[config.mk]
export PLATFORM = sky130hd
export DESIGN_NAME = lu_solve_sequencer
export DESIGN_NICKNAME = d
export VERILOG_FILES = /design/src/rtl/lu_solve_sequencer_pkg.sv /design/src/rtl/lu_solve_sequencer_display_rotator.sv /design/src/rtl/lu_solve_sequencer.sv
export SDC_FILE = /design/constraint.sdc
export NUM_CORES = 1
export LEC_CHECK = 0
export ABC_AREA = 1
export CAP_MARGIN = 20
export CORE_AREA = 4 4 83 85
export CTS_CLUSTER_DIAMETER = 60
export CTS_CLUSTER_SIZE = 8
export DETAILED_ROUTE_END_ITERATION = 8
export DIE_AREA = 0 0 87 89
export GPL_TIMING_DRIVEN = 1
export PLACE_DENSITY_LB_ADDON = 0.25
export SYNTH_ARGS = -nofsm -noshare
export SYNTH_HDL_FRONTEND = slang
export SYNTH_HIERARCHICAL = 1
export SYNTH_SLANG_ARGS = --single-unit
export TNS_END_PERCENT = 50
[constraint.sdc]
create_clock -name clk -period 1.8 [get_ports clk]
set_input_delay 0.36 -clock clk [delete_from_list [all_inputs] [get_ports clk]]
set_output_delay 0.36 -clock clk [all_outputs]
set_load 0.02 [all_outputs]
[src/rtl/lu_solve_sequencer_pkg.sv]
// Shared encodings for the LU solve sequencer: FSM states, display
// select codes and err_code bit positions.
package lu_solve_sequencer_pkg;

    localparam logic [2:0] S_IDLE  = 3'd0;
    localparam logic [2:0] S_CLEAR = 3'd1;
    localparam logic [2:0] S_RUN   = 3'd2;
    localparam logic [2:0] S_SHOW  = 3'd3;
    localparam logic [2:0] S_ERROR = 3'd4;

    localparam logic [1:0] DISP_X0    = 2'b00;
    localparam logic [1:0] DISP_X1    = 2'b01;
    localparam logic [1:0] DISP_X2    = 2'b10;
    localparam logic [1:0] DISP_BLANK = 2'b11;

    localparam int unsigned ERR_OVF = 0;
    localparam int unsigned ERR_DBZ = 1;
    localparam int unsigned ERR_FSM = 2;

    // X0 -> X1 -> X2 -> X0; the blank code never appears in the rotation
    function automatic logic [1:0] next_sel(input logic [1:0] sel);
        case (sel)
            DISP_X0: next_sel = DISP_X1;
            DISP_X1: next_sel = DISP_X2;
            default: next_sel = DISP_X0;
        endcase
    endfunction

endpackage

[src/rtl/lu_solve_sequencer_display_rotator.sv]
// Dwell counter plus 2-bit result select that rotates X0/X1/X2 on the
// seven-segment bank; load restarts at X0, hold freezes the dwell count.
module lu_solve_sequencer_display_rotator
    import lu_solve_sequencer_pkg::*;
#(
    parameter int unsigned DWELL_CYCLES = 50000000
) (
    input  logic       clk,
    input  logic       rst,
    input  logic       load,
    input  logic       enable,
    input  logic       hold,
    output logic [1:0] sel
);

    localparam int unsigned DW_W = $clog2(DWELL_CYCLES);
    localparam logic [DW_W-1:0] DW_LAST = DW_W'(DWELL_CYCLES - 1);

    logic [DW_W-1:0] cnt;

    always_ff @(posedge clk) begin
        if (rst || load) begin
            cnt <= '0;
            sel <= DISP_X0;
        end else if (enable && !hold) begin
            if (cnt == DW_LAST) begin
                cnt <= '0;
                sel <= next_sel(sel);
            end else begin
                cnt <= cnt + DW_W'(1);
            end
        end
    end

endmodule

[src/rtl/lu_solve_sequencer.sv]
// Control FSM sequencing the 3-variable LU solver core through one solve:
// clear, run under a watchdog, then latch the outcome and rotate results.
module lu_solve_sequencer
    import lu_solve_sequencer_pkg::*;
#(
    parameter int unsigned TIMEOUT_CYCLES = 4096,
    parameter int unsigned DWELL_CYCLES   = 50000000,
    parameter int unsigned CLEAR_CYCLES   = 2
) (
    input  logic       clk,
    input  logic       rst,
    input  logic       start,
    input  logic       hold,
    input  logic       core_done,
    input  logic       core_err_ovf,
    input  logic       core_err_dbz,
    input  logic       core_err_fsm,
    output logic       core_clear,
    output logic       core_en,
    output logic [1:0] disp_control,
    output logic       busy,
    output logic       done,
    output logic [2:0] err_code,
    output logic       timeout
);

    localparam int unsigned WD_W  = $clog2(TIMEOUT_CYCLES);
    localparam int unsigned CLR_W = (CLEAR_CYCLES > 1) ? $clog2(CLEAR_CYCLES) : 1;
    localparam logic [WD_W-1:0]  WD_LAST  = WD_W'(TIMEOUT_CYCLES - 1);
    localparam logic [CLR_W-1:0] CLR_LAST = CLR_W'(CLEAR_CYCLES - 1);

    logic [2:0]       state;
    logic [WD_W-1:0]  wd_cnt;
    logic [CLR_W-1:0] clr_cnt;
    logic [2:0]       core_err;
    logic             restart;
    logic             rot_load;
    logic             rot_enable;
    logic [1:0]       rot_sel;

    always_comb begin
        core_err          = '0;
        core_err[ERR_OVF] = core_err_ovf;
        core_err[ERR_DBZ] = core_err_dbz;
        core_err[ERR_FSM] = core_err_fsm;
    end

    // start is honoured from IDLE, SHOW and ERROR alike, so the restart
    // path is hoisted out of the per-state cases.
    assign restart = start && (state == S_IDLE || state == S_SHOW || state == S_ERROR);

    always_ff @(posedge clk) begin
        if (rst) begin
            state    <= S_IDLE;
            wd_cnt   <= '0;
            clr_cnt  <= '0;
            err_code <= '0;
            timeout  <= 1'b0;
        end else if (restart) begin
            state    <= S_CLEAR;
            wd_cnt   <= '0;
            clr_cnt  <= '0;
            err_code <= '0;
            timeout  <= 1'b0;
        end else begin
            case (state)
                S_IDLE, S_SHOW, S_ERROR: ;
                S_CLEAR: begin
                    if (clr_cnt == CLR_LAST) begin
                        state   <= S_RUN;
                        clr_cnt <= '0;
                        wd_cnt  <= '0;
                    end else begin
                        clr_cnt <= clr_cnt + CLR_W'(1);
                    end
                end
                S_RUN: begin
                    wd_cnt <= wd_cnt + WD_W'(1);
                    if (core_err != 3'b000) begin
                        err_code <= core_err;
                        state    <= S_ERROR;
                    end else if (core_done) begin
                        state <= S_SHOW;
                    end else if (wd_cnt == WD_LAST) begin
                        timeout <= 1'b1;
                        state   <= S_ERROR;
                    end
                end
                default: state <= S_IDLE;
            endcase
        end
    end

    // Rotator is held loaded throughout RUN so SHOW always opens on X0
    // with a fresh dwell count; a pending restart suppresses the step.
    assign rot_load   = (state == S_RUN);
    assign rot_enable = (state == S_SHOW) && !start;

    lu_solve_sequencer_display_rotator #(
        .DWELL_CYCLES(DWELL_CYCLES)
    ) u_display_rotator (
        .clk   (clk),
        .rst   (rst),
        .load  (rot_load),
        .enable(rot_enable),
        .hold  (hold),
        .sel   (rot_sel)
    );

    always_comb begin
        core_clear   = 1'b0;
        core_en      = 1'b0;
        busy         = 1'b0;
        done         = 1'b0;
        disp_control = DISP_BLANK;
        case (state)
            S_IDLE:  core_clear = 1'b1;
            S_CLEAR: begin
                core_clear = 1'b1;
                busy       = 1'b1;
            end
            S_RUN: begin
                core_en = 1'b1;
                busy    = 1'b1;
            end
            S_SHOW: begin
                core_en      = 1'b1;
                done         = 1'b1;
                disp_control = rot_sel;
            end
            default: ;
        endcase
    end

endmodule
After elaboration in Yosys (flattened, before gate mapping):

Index checks and enable logic that the tools add are counted.
W data, S select, Z words.

* bits in registers: 48
* bits in latches: 0
* bits in writable memories: 0
* bits in read-only memories: 0
* input bits: 8
* output and inout bits: 10
* word-level logic and storage cells: 65
* memories: 0

* $add $sub $neg: 3
* multiply operators: 0
* divide/modulo/power cells: 0
* order comparisons: 0
* equality and inequality tests: 12
* shift-type cells: 0
* mux-type cells: 16
* bitwise operators: 3
* reduce and logical (&&, ||, !) cells: 23

Operators by type and width (count)
* $add A26 B1 Y26 const B: 1
* $eq A26 B26 Y1 const B: 1
* $mux W26: 1
* $pmux W12 S2: 1
* $add A12 B1 Y12 const B: 1
* $eq A12 B12 Y1 const B: 1
* $mux W12: 1
* $mux W3: 4
* $pmux W3 S3: 1
* $reduce_or A2 Y1: 4
* $eq A3 B2 Y1 const B: 2
* $mux W1: 6
* $reduce_and A2 Y1: 3
* $reduce_and A3 Y1: 2
* $ne A5 B5 Y1 const B: 1
* $ne A2 B2 Y1 const B: 2
* $ne A4 B4 Y1 const B: 1
* $pmux W2 S2: 1
* $reduce_and A4 Y1: 1
* $eq A3 B1 Y1 const B: 1
* $eq A3 B3 Y1 const B: 1
* $logic_and A1 B1 Y1: 3
* $logic_not A3 Y1: 1
* $logic_or A1 B1 Y1: 3
* other kinds (10): 13

Longest topological paths before layout:

* depth after elaboration: 6
* gate-level depth with buffers: 13
* gate-level depth less buffers: 12

Hierarchy:

The synthesis kept the hierarchy.

Modules (own cells, without submodules)
* lu_solve_sequencer_display_rotator: instances 1, cells an instance 258, area each 1609.0 um2, seq. area each 560.5 um2
* lu_solve_sequencer: instances 1, cells an instance 168, area each 1107.3 um2, seq. area each 400.4 um2

Least setup slack after synthesis:

No wires, ideal clock.

* path type: register -> register
* from: register state[1]
* to: register u_display_rotator.sel[0]
* data arrival time: 1.520 ns
* data required time: 1.666 ns
* slack: 0.147 ns
* cell stages (with the launch flop): 10
* path buffers: 0
* period minus slack after synthesis: 1.653 ns
* cells stage by stage: dfxtp_1 > nand3_1 > nor2_1 > inv_1 > nor2_4 > nand2_1 > nor2_1 > nand2_2 > o21bai_2 > a21oi_1

* cells in the longest elaborated chain, start to end: 4

Ends and longest elaborated chain
* start, declared: line lu_solve_sequencer.sv:32 `logic [2:0] state;`
* start signal, assigned: line lu_solve_sequencer.sv:54 `state <= S_IDLE;`
* start signal, assigned: line lu_solve_sequencer.sv:60 `state <= S_CLEAR;`
* start signal, assigned: line lu_solve_sequencer.sv:70 `state <= S_RUN;`
* $eq A3 B2 Y1: line lu_solve_sequencer.sv:97 `assign rot_enable = (state == S_SHOW) && !start;`
* $logic_and A1 B1 Y1: line lu_solve_sequencer.sv:97
* named net rot_enable: line lu_solve_sequencer.sv:38 `logic rot_enable;`
* $logic_and A1 B1 Y1: line lu_solve_sequencer_display_rotator.sv:25 `end else if (enable && !hold) begin`
* $reduce_and A2 Y1 (no line)
* end signal, assigned: line lu_solve_sequencer_display_rotator.sv:28 `sel <= next_sel(sel);`
* end, declared: line lu_solve_sequencer_display_rotator.sv:13 `output logic [1:0] sel`

The timed path passes the listed nets, and every way through them passes these cells.
A chain may end at the register's enable or synchronous reset.

Worst setup path after layout:

* from: register state[1]
* to: output port core_en

* cells in the longest elaborated chain, start to end: 3

Ends and longest elaborated chain
* $eq A3 B2 Y1: line lu_solve_sequencer.sv:116 `case (state)`
* $reduce_or A2 Y1 (no line) *
* $mux W1 *: line lu_solve_sequencer.sv:116
* end, declared: line lu_solve_sequencer.sv:19 `output logic core_en,`

Mark *: on every way between the ends. The rest lies on a longest branch, timed or not.

==> metrics <==
initial antenna violation count 0; Synth warnings 6; GRT Util Overall approximately 18%; ys flop type dfxtp_1; Post-synth ARST share 0%; post-detailed-route wirelength per cell 11.4 um; Critical Path Sink core_en; Max FO, Critical Path 4; Clock Sinks 48; area share of the largest cell type after synthesis a little over a third; Cells after Synth roughly 430; period utilization around 96%; setup slack at placement -127 ps; IR Drop Worst-Case VDD about 450 uV; Inst Count DP 540; core footprint between 6000 and 7000 um^2; top cells by area, synth dfxtp_1 (35%), nand2_1 (15%), nor2_1 (12%); WP data arrival approximately 1400 ps; DR vias/cell between 4 and 5; final slew viol count 0; DR pass1 iterations 4; Fmax 582 MHz; Worst Hold Class reg -> reg; Slew @ Worst Pin roughly 420 ps; CTS tree yes; synthesized area per cell 6.38 um^2; clk slew on worst S/H paths approximately 90 ps; minimum clock period between 1500 and 2000 ps; power per cell area slightly above 600 nW/um^2; synthesized flop and latch total 48; fraction of layout cells with a size suffix above 1 13.4%; P_leak 1.18 nW; crit end category primary output; H-tree levels 2; area of the multi-input gates between 1500 and 2000 um^2; count leader, synth nand2_1; Die Ht a little under 90 um; Clk Latency, worst-skew pair around 300 ps; post-synth cell types 29; Worst setup SP type register; Worst R2R End u_display_rotator/cnt[1]$_SDFFE_PP0P_; hold_sp timeout$_SDFFE_PP0P_; post-synthesis sequential area ratio ~35%; total clock buffers created by CTS 5; syn_nets 437; row count 29; final hold vios 0; WP data required between 1000 and 1500 ps; Worst Setup SP state[1]$_SDFFE_PP0P_; GRT overflow 0; Routability Congestion roughly 0.9; filler cell count approximately 630; DRC violations left 0; Ant. Diodes 0; number of flops mapped to enable cells by yosys 0; FF-to-FF Start state[0]$_SDFFE_PP0P_; first-pass GRT wire length ~11000 um; total number of vias around 2.6k; largest area contributor in the netlist dfxtp_1; reg-to-reg setup timing slack ~210 ps; IO Count 18; number of global-route vias before repair 2567; Worst slew margin roughly 72%; Clock Skew 14.1 ps; sequential standard cell area ~960 um^2; post-DP HPWL slightly below 5000 um; area grow syn2layout 18.9%; Post-Syn Area approximately 2700 um^2; Die Footprint slightly below 8000 um^2; Reg2Reg Depth 10; die width 87 um; crit path kind reg -> out; Starting Density 43.8%; Max-Cap Viols 0; RSZ-0062 raised after global routing false; Clock Tree Buf Depth 2; drt total wl roughly 6200 um; final critical-path setup slack 80.7 ps; Layout Cells excl Fill between 500 and 600; first-iteration detailed-routing DRC count between 100 and 150; Final nets ~480; IO buf count 17; Post-CTS Setup Bufs 0; ANT nets after route 0; endpoints failing setup 0; Commonest cells post-synth nand2_1 (112), nor2_1 (90), dfxtp_1 (48), inv_1 (43), a21oi_1 (29); largest net degree at the start of global routing 20; CTS Root Cell clkbuf_8; status complete, no violations
==> stage by stage <==
stage	instance area (um^2)	TNS, ps	power [mW]	utilization, %	hold WS [ps]
detailed placement	3140	-2590	1.27	50.6	440
CTS	3240	0	2.03	52.3	455
floorplan	2720	0	1.19	-	429
finish	3230	0	2.01	52.1	453
global route	3230	0	2.10	52.1	480
global placement	3140	-1980	1.27	50.6	440
==> power by group <==
part / switching (mW) / total (mW) / internal [mW] / leakage, nW
sequential: 0.00477 / 1.07 / 1.07 / 0.387
combinational: 0.0920 / 0.163 / 0.0708 / 0.741
clock: 0.360 / 0.773 / 0.413 / 0.0552
==> state kept, by name (all words and copies together), names as in the netlist <==
signal,cells
timeout,1
u_display_rotator/cnt,26
clr_cnt,1
u_display_rotator/sel,2
state,3
wd_cnt,12
err_code,3
==> cells in the final DEF (no fill, tap or decap), types with 4 or more instances in the layout <==
| master | n |
|---|---|
| inv_1 | 43 |
| nor2_1 | 89 |
| dfxtp_1 | 47 |
| nor3_1 | 11 |
| xor2_1 | 6 |
| clkdlybuf4s50_1 | 11 |
| nand3_1 | 22 |
| nand2_1 | 112 |
| nand3_2 | 4 |
| o21ai_1 | 4 |
| nor2_4 | 6 |
| nor2_2 | 7 |
| clkbuf_8 | 5 |
| a21oi_1 | 29 |
| buf_4 | 23 |
| o21ai_0 | 10 |
| nand4_1 | 8 |
==> worst max-delay path, stage by stage (launching register included) <==
cell           delay, ps
dfxtp_1              380
buf_4                150
inv_1                 60
nor2_1               120
dlygate4sd2_1        350
==> metal layers <==
metal,routed length (um),GRT usage (%)
met4,106,6.94
met2,3010,31.5
met3,146,3.50
met1,2960,20.9
met5,0,0
==> how the worst min path moves through the flow <==
stage	slack, ps	cells past startpoint	end
floorplan	430	1	state[0]$_SDFFE_PP0P_
global placement	440	2	timeout$_SDFFE_PP0P_
detailed placement	440	2	timeout$_SDFFE_PP0P_
CTS	450	2	timeout$_SDFFE_PP0P_
global route	480	2	timeout$_SDFFE_PP0P_
finish	450	2	timeout$_SDFFE_PP0P_
==> cell type report <==
class / instances / share of cell area (%)
Clock buffer: 6 / 2.25
Inverter: 46 / 5.34
Tap cell: 77 / 2.98
Clock inverter: 2 / 1.08
Sequential cell: 48 / 29.8
Timing Repair Buffer: 41 / 10.5
Multi-Input combinational cell: 328 / 48.0
==> logic make-up (layout without fill, tap and decap cells) <==
group,Yosys count,after routing,synth area share (%)
compound gates,50,50,10.0
xor+xnor,7,7,2.26
fa+ha+maj,3,3,1.38
buf+inv,50,95,7.78
flops,48,48,35.4
simple gates,268,268,43.2
==> repair_timing <==
item                       in CTS  in global routing
gates resized for setup        15                  4
hold buffers                    0                  0
gates cloned                    0                  0
pin swaps                       0                  0
setup endpoints to repair       6                 16
Note: power is estimated with default switching activity, not from simulation.
